**src/rtl/mod_pwm_pkg.sv**
```systemverilog
// Shared defaults and helpers for the PWM core.
// The duty input is clamped to the period, so any request at or above 100% drives the output high.
package mod_pwm_pkg;

  localparam int unsigned PWM_PERIOD_DEF = 100;
  localparam int unsigned PWM_DUTY_W_DEF = 7;

  function automatic int unsigned clamp_duty(input int unsigned duty, input int unsigned period);
    return (duty > period) ? period : duty;
  endfunction

endpackage

```
**src/rtl/mod_pwm_tick.sv**
```systemverilog
// Prescaler: emits a one-cycle tick every PRESCALE clocks.
// When PRESCALE is 1 the tick is tied high.
module mod_pwm_tick #(
  parameter int unsigned PRESCALE = 1
) (
  input  logic clock,
  input  logic reset,
  output logic tick_o
);

  if (PRESCALE <= 1) begin : g_no_div
    logic w_unused;
    assign w_unused = clock & reset;
    assign tick_o   = 1'b1;
  end else begin : g_div
    localparam int unsigned PW = $clog2(PRESCALE);
    localparam logic [PW-1:0] LAST = PW'(PRESCALE - 1);

    logic [PW-1:0] r_pcnt;
    logic          w_last;

    assign w_last = (r_pcnt == LAST);
    assign tick_o = w_last;

    always_ff @(posedge clock or negedge reset) begin
      if (!reset) begin
        r_pcnt <= '0;
      end else if (w_last) begin
        r_pcnt <= '0;
      end else begin
        r_pcnt <= r_pcnt + PW'(1);
      end
    end
  end

endmodule

```
**src/rtl/mod_pwm_core.sv**
```systemverilog
// Fixed-period PWM generator.
// The duty value is latched only when the period wraps, so the width of a pulse never changes mid-period.
module mod_pwm_core
  import mod_pwm_pkg::*;
#(
  parameter int unsigned PERIOD   = PWM_PERIOD_DEF,
  parameter int unsigned PRESCALE = 1,
  parameter int unsigned DUTY_W   = PWM_DUTY_W_DEF
) (
  input  logic              clock,
  input  logic              reset,
  input  logic [DUTY_W-1:0] io_dutyCycle,
  output logic              io_out
);

  localparam int unsigned CNT_W = (PERIOD > 1) ? $clog2(PERIOD) : 1;
  // Latched duty must be able to hold PERIOD itself (the 100% case).
  localparam int unsigned DQ_W  = $clog2(PERIOD + 1);
  localparam logic [CNT_W-1:0] CNT_LAST = CNT_W'(PERIOD - 1);

  logic             w_tick;
  logic             w_wrap;
  logic             w_cmp;
  logic [DQ_W-1:0]  w_duty_clamped;
  logic [CNT_W-1:0] r_cnt;
  logic [DQ_W-1:0]  r_duty;
  logic             r_out;

  mod_pwm_tick #(
    .PRESCALE(PRESCALE)
  ) u_tick (
    .clock (clock),
    .reset (reset),
    .tick_o(w_tick)
  );

  assign w_wrap         = (r_cnt == CNT_LAST);
  assign w_duty_clamped = DQ_W'(clamp_duty(32'(io_dutyCycle), PERIOD));
  assign w_cmp          = (DQ_W'(r_cnt) < r_duty);

  always_ff @(posedge clock or negedge reset) begin
    if (!reset) begin
      r_cnt  <= '0;
      r_duty <= '0;
      r_out  <= 1'b0;
    end else begin
      if (w_tick) begin
        if (w_wrap) begin
          r_cnt  <= '0;
          r_duty <= w_duty_clamped;
        end else begin
          r_cnt <= r_cnt + CNT_W'(1);
        end
      end
      r_out <= w_cmp;
    end
  end

  assign io_out = r_out;

endmodule

```
**config.mk**
```make
export PLATFORM = sky130hd
export DESIGN_NAME = mod_pwm_core
export DESIGN_NICKNAME = d
export VERILOG_FILES = /design/src/rtl/mod_pwm_pkg.sv /design/src/rtl/mod_pwm_tick.sv /design/src/rtl/mod_pwm_core.sv
export SDC_FILE = /design/constraint.sdc
export NUM_CORES = 1
export LEC_CHECK = 0
export CAP_MARGIN = 20
export CORE_MARGIN = 5
export CORE_UTILIZATION = 48
export DETAILED_ROUTE_END_ITERATION = 16
export PLACE_DENSITY = 0.7
export SKIP_CTS_REPAIR_TIMING = 1
export SLEW_MARGIN = 15
export SYNTH_ARGS = -nofsm -noshare
export SYNTH_HDL_FRONTEND = slang
export SYNTH_SLANG_ARGS = --single-unit
```
**constraint.sdc**
```tcl
create_clock -name clock -period 2.1 [get_ports clock]
set_clock_uncertainty 0.05 [all_clocks]
set_input_delay 0.315 -clock clock [delete_from_list [all_inputs] [get_ports clock]]
set_output_delay 0.315 -clock clock [all_outputs]
set_load 0.1 [all_outputs]
```
* Yosys cells after proc, flatten, opt, wreduce, memory -nomap -nowiden *
Index checks and enable logic that the tools add are counted.

word-level totals
  input port bits = 9
  flip-flop bits (word level) = 15

cells by class
  magnitude comparators = 2
  equal/unequal tests = 1
  add/subtract/negate cells = 1
  muxes and demuxes = 2

operators by type and width
  operator               count
  $mux W7                2
  $add A7 B1 Y7 const B  1
  $eq A7 B7 Y1 const B   1
  $gt A7 B7 Y1 const B   1
  $lt A7 B7 Y1           1

* Logic depth before layout (Yosys ltp) *
  depth after elaboration = 2
  gate-level depth with buffers = 5
  mapped depth without buffers = 5

* Modules after synthesis *
A second synthesis with hierarchy kept.

second synthesis, totals
  cell total of the unflattened synthesis = 81
  area total of the unflattened synthesis = 839.6 µm²

by module, submodules not included
  module        area an instance (µm²)  times used  cells each
  mod_pwm_core  828.3                   1           79
  mod_pwm_tick  11.3                    1           2

* Least setup slack after synthesis *
Ideal clock, no wire load.

  path type = register to register
  start point = reg r_cnt[0]
  end point = reg r_duty[5]
  stages on the path, launching flop included = 6
  data arrival time = 1.447 ns
  path buffers = 1
  slack = 0.478 ns
  required time = 1.925 ns
  library setup time = 0.125 ns
  cells stage by stage = dfrtp_1 -> ha_1 -> nand4bb_4 -> or2_1 -> buf_6 -> mux2_4

between the ends
  word-level cells in the longest chain between the ends = 1

RTL lines
  item                    line                text
  from (decl)             mod_pwm_core.sv:25  logic [CNT_W-1:0] r_cnt;
  from (signal assigned)  mod_pwm_core.sv:52  r_cnt <= r_cnt + CNT_W'(1);
  $eq A7 B7 Y1            mod_pwm_core.sv:37  assign w_wrap = (r_cnt == CNT_LAST);
  to (signal assigned)    mod_pwm_core.sv:50  r_duty <= w_duty_clamped;
  to (decl)               mod_pwm_core.sv:26  logic [DQ_W-1:0] r_duty;

Every way passes these cells.
A chain may end at the register's enable or synchronous reset.

* Worst setup path after layout *
  start point = reg r_cnt[0]
  end point = reg r_duty[6]

Same word-level chain as after synthesis.

==> run summary <==
Status = finished, final reports clean
Global-route wire length before repair = 2.29 mm
Non-filler cells, final = 104
CTS tree = built
Reg2reg path depth = 4
Placed instance area = 906 um2
# diodes = 0
Vias in the first global route = 516
DRC Markers = 0
Crit. Startpoint = r_cnt[0]
Reg power frac = 58.2%
Commonest non-fill, non-tap cells in the layout = dfrtp_1, o21ai_0, clkdlybuf4s50_1
CTS root buf = clkbuf_4
Worst Path Max Fanout = 10
Register bit total from synthesis = 15
Detailed placer's ending HPWL = 1.05 mm
Tightest Pin Transition = 0.652 ns
Hold Slack = 0.379 ns
Worst skew pair latency = 0.28 ns
Vias/cell = 5.56
CTS Buf Count = 3
Routed wire length = 1.38 mm
Period utilization = 85.5%
Crit path capture type = flip-flop
CP endpoint = r_duty[6]
Final setup fails = 0
Tmin final = 1.80 ns
Sum Neg Setup Slack = 0 ns
Placed cells = 100
Share of layout cells above drive strength 1 = 7.95%
Synth top area cells = dfrtp_1, ha_1, o21ai_0, mux2_4, nand4bb_4
Maxcap violations = 0
Placer Congestion = 0.751
I/O pin total = 10
GRT Total Usage = 11.9%
P_int = 0.000390 W
P per Cell Area = 543 mW/mm2
Synth Warn # = 0
F_max = 557 MHz
WL per Instance = 13.2 um
Max Slew Vio Count = 0
Pleak = 0.437 nW
Crit start category = flip-flop
Reg clk slew, reported paths = 0.09 ns
Core Area = 0.00156 mm2
GRT overflow = 0
Sw frac = 22.9%
1st-iter DRT viols = 10
PortBufs = 9
RR Startpoint = r_cnt[0]
Sequential element share of the synthesized area = 46.4%
Pin count of the biggest net entering global routing = 16
Clock Power Share = 32.2%
CP Class = flip-flop to flip-flop
Area Growth Syn to Fin = 15.1%
HP Class = input pin to asynchronous set/reset pin
Sw Pwr = 0.000116 W
Yosys top cell by area = dfrtp_1
Reg2reg end = r_duty[6]
Worst rel slew slack = 56.4%
Row count = 14
Distinct cell type count after synthesis = 28
R2r setup slk = 0.30 ns
Syn avg cell area = 10.7 um2
VDD IR max = 0.306 mV
RSZ-0062 raised after global routing = false
Post-synthesis cell count = 76
Post-Syn Area = 810 um2
Initial Utilization = 51.9%
Post-Syn Nets = 92
Nets@finish = 105
Fin area = 932 um2
Top cell type's share of synthesized area = 46.4%
CTS H-tree depth = 1
Post-DRT Antenna Nets = 0
Final hold vios = 0
Combinational power share = 9.6%
CTS Sinks = 15
Die area = 0.00261 mm2
Initial antenna violation count = 0
Chip width = 51.1 um
DRT Pass-1 Iters = 4
Vias = 578
Crit path arrival time = 1.92 ns
Leading cell type in the layout, fill and taps excluded = dfrtp_1
Die Ht = 51.1 um
Longest Clk Path Bufs = 2
CP required = 2.22 ns
## sequential cells by signal (all words and copies together), names as in the netlist
signal	count
io_out	1
r_cnt	7
r_duty	7
## worst max-delay path: stages, from the launching register on
cell and delay [ns]:
dfrtp_1 0.41, ha_1 0.32, nand4bb_4 0.18, or2_1 0.39
mux2_4 0.34
## routing by layer
| layer | GRT usage [%] | vias to the layer above | share of wire [%] |
|---|---|---|---|
| met5 | 0 | - | 0 |
| met4 | 6.73 | 0 | 1.0 |
| met3 | 2.62 | 2 | 3.3 |
| met2 | 18.0 | 6 | 45 |
| met1 | 15.6 | 274 | 50 |
| li1 | - | 296 | - |
## worst min path at each step
stage	endpoint	cells past startpoint
final	r_cnt[3]	1
after CTS	r_duty[1]	1
after floorplan	io_out	0
after global routing	r_duty[0]	1
after global placement	r_cnt[0]	1
after detailed placement	r_cnt[0]	1
## synth_stat cells
| cell | number |
|---|---|
| a21boi_0 | 1 |
| a21o_1 | 1 |
| a21oi_1 | 3 |
| a221o_1 | 1 |
| a31oi_1 | 1 |
| a41oi_1 | 1 |
| and2_1 | 1 |
| and3_1 | 1 |
| buf_6 | 1 |
| dfrtp_1 | 15 |
| ha_1 | 7 |
| inv_1 | 6 |
| mux2_4 | 2 |
| nand2_1 | 7 |
| nand2b_1 | 1 |
| nand3_1 | 4 |
| nand4bb_4 | 1 |
| nor2_1 | 1 |
| nor2b_1 | 2 |
| nor3_1 | 1 |
| nor4_1 | 1 |
| o211a_1 | 1 |
| o21ai_0 | 10 |
| o311ai_0 | 1 |
| or2_1 | 1 |
| or3_1 | 1 |
| xnor2_1 | 2 |
| xor2_1 | 1 |
## through the flow
step / setup slack (ns) / power, W / util, %
2_1_floorplan: 0.478 / 0.000322 / -
3_3_place_gp: 0.392 / 0.000348 / 58.1
3_5_place_dp: 0.313 / 0.000350 / 58.1
4_1_cts: 0.311 / 0.000514 / 59.8
5_1_grt: 0.233 / 0.000536 / 59.8
6_report: 0.304 / 0.000506 / 59.8
## logic make-up (layout without fill, tap and decap cells)
kind of cell,after synthesis,in the layout,share of synthesized area [%]
xor gates and xnor gates,3,3,3.25
and+or+nand+nor,22,22,16.4
muxes,2,2,3.71
DFF,15,15,46.4
adders and majority gates,7,7,10.8
buffers and inverters,7,19,4.17
AOI/OAI and AO/OA,20,20,15.3
## power by group through the flow
stage / Combinational, W / Clock (W) / Sequential (W)
5_1_grt: 0.0000532 / 0.000188 / 0.000295
6_report: 0.0000484 / 0.000163 / 0.000294
4_1_cts: 0.0000493 / 0.000170 / 0.000295
3_3_place_gp: 0.0000482 / 0 / 0.000300
2_1_floorplan: 0.0000145 / 0 / 0.000307
3_5_place_dp: 0.0000493 / 0 / 0.000300
## cell type report
class | count | area [um2]
multi-input cells | 54 | 400
clock buffers | 4 | 26.3
well taps | 16 | 20.0
repair buffers | 9 | 87.6
inverters | 6 | 22.5
flip-flops and latches | 15 | 375
fillers | 142 | 627
Note: power is estimated with default switching activity, not from simulation.
==> RTL change, RTL diff (same flow settings) <==
Put one more register stage on the output `io_out`, cleared by the reset. The value now appears one clock later.
--- a/src/rtl/mod_pwm_core.sv
+++ b/src/rtl/mod_pwm_core.sv
@@ -58,3 +58,9 @@
 
-  assign io_out = r_out;
+  always_ff @(posedge clock or negedge reset) begin
+    if (!reset) begin
+      io_out <= '0;
+    end else begin
+      io_out <= r_out;
+    end
+  end
 
Function: no difference found for any inputs over 10 cycles, from zero or initial values and one cycle with reset low; that may be too few to reach the edited logic, so the function may still have changed.
==> RTL change against the unedited design <==
- routed wire length is 10% higher
- power up 3.9%
- sequential share of layout area increased by 1.7 points
- via count rose by 5.5%
- synthesized area increased by 3.1%
- sequential cell count rose by 1
- setup slack gained 0.010 ns
- global-route usage rose by 2.0 points
- design area up 2.4%
- non-clock buffer count unchanged
- sequential power is 7.1% higher
- largest power group unchanged
==> RTL change: results (changes against the unedited design) <==
| Metric | Value |
|---|---|
| Post-synth ARST share | 100% (unchanged) |
| Power Total | 0.525 mW (was 0.506 mW) |
| Vias/cell | 5.81 (was 5.56) |
| Origin of the critical flop-to-flop path | r_cnt[0]$_DFF_PN0_ (unchanged) |
| DP HPWL | 1.15 mm (was 1.05 mm) |
| Hold Path Class | reg2reg (was in2async) |
| Sw Share | 23.2% (was 22.9%) |
| Worst-margin pin slew | 0.701 ns (was 0.652 ns) |
| Top cells by count, synth | dfrtp_1 (16), o21ai_0 (10), ha_1 (7), nand2_1 (7), inv_1 (6) (was dfrtp_1 (15), o21ai_0 (10), ha_1 (7), nand2_1 (7), inv_1 (6)) |
| Inst Count DP | 102 (was 100) |
| Placed cell area | 932 µm² (was 906 µm²) |
| GRT Util Overall | 13.9% (was 11.9%) |
| Reg2reg end | r_duty[6]$_DFFE_PN0N_ (unchanged) |
| First-iteration detailed-routing DRC count | 11 (was 10) |
| End of the worst hold path | io_out$_DFF_PN0_ |
| Leak Pwr | 0.446 nW (was 0.437 nW) |
| Synth warnings | 0 (unchanged) |
| Delay of the slowest critical-path stage | between 0.4 and 0.5 ns |
| Max Root-Sink Buffers | 2 (unchanged) |
| Pin count of the biggest net entering global routing | 17 (was 16) |
| Maximum vdd drop | 356 µV (was 306 µV) |
| Run status | finished clean (unchanged) |
| Register area share after synthesis | 48.0% (was 46.4%) |
| N_diodes | 0 (unchanged) |
| Largest registers | r_cnt (7), r_duty (7) |
| Setup WS pre-CTS | 0.328 ns (was 0.313 ns) |
| CTS Root Buffer Type | clkbuf_4 (unchanged) |
| Buffers added on ports | 9 (unchanged) |
| Clock power share | 30.7% (was 32.2%) |
| Hold Slack | 0.311 ns (was 0.379 ns) |
| Syn_nets | 93 (was 92) |
| Hold Path Stages | 0 |
| Vias in the first global route | 577 (was 516) |
| Wirelength per Cell | 14.4 µm (was 13.2 µm) |
| CTS clk-pin slew, worst paths | 0.09 ns (about the same) |
| CP top delay family | simple AND/OR/NAND/NOR gates (unchanged) |
| First-pass GRT wire length | 2.58 mm (was 2.29 mm) |
| Top cell type's share of synthesized area | 48.0% (was 46.4%) |
| P_seq | 0.315 mW (was 0.294 mW) |
| Top cells by area, synth | dfrtp_1 (48%), ha_1 (10%), o21ai_0 (6.0%) (was dfrtp_1 (46%), ha_1 (11%), o21ai_0 (6.2%)) |
| Post-Syn Area per Cell | 10.8 µm² (was 10.7 µm²) |
| Fin cells | 105 (was 104) |
| RD Place Congestion | 0.750 (was 0.751) |
| Hold path start | r_out$_DFF_PN0_ |
| Fmax | 560 MHz (was 557 MHz) |
| Synth unique cells | 28 (unchanged) |
-- RTL change: cell count changes after synthesis, sizes merged --
cell	delta
dfrtp	+1
-- RTL change: final cells by class --
type,count,area (µm²)
multi-input cells,54,400
fillers,145,734
repair buffers,9,87.6
inverters,6,22.5
well taps,17,21.3
flip-flops and latches,16,400
clock buffers,3,22.5
-- RTL change: cells by family (layout without fill, tap and decap cells) --
| family | after synthesis | in the layout | synth area share (%) |
|---|---|---|---|
| AOI/OAI and AO/OA | 20 | 20 | 14.8 |
| xor gates and xnor gates | 3 | 3 | 3.15 |
| adders and majority gates | 7 | 7 | 10.5 |
| buffers and inverters | 7 | 18 | 4.05 |
| DFF | 16 | 16 | 48.0 |
| muxes | 2 | 2 | 3.60 |
| and+or+nand+nor | 22 | 22 | 15.9 |
-- RTL change: metal layers --
| metal | wire (µm) | global-route usage [%] |
|---|---|---|
| met5 | 0 | 0 |
| met4 | 48 | 9.17 |
| met1 | 659 | 16.1 |
| met3 | 75 | 3.72 |
| met2 | 732 | 22.5 |
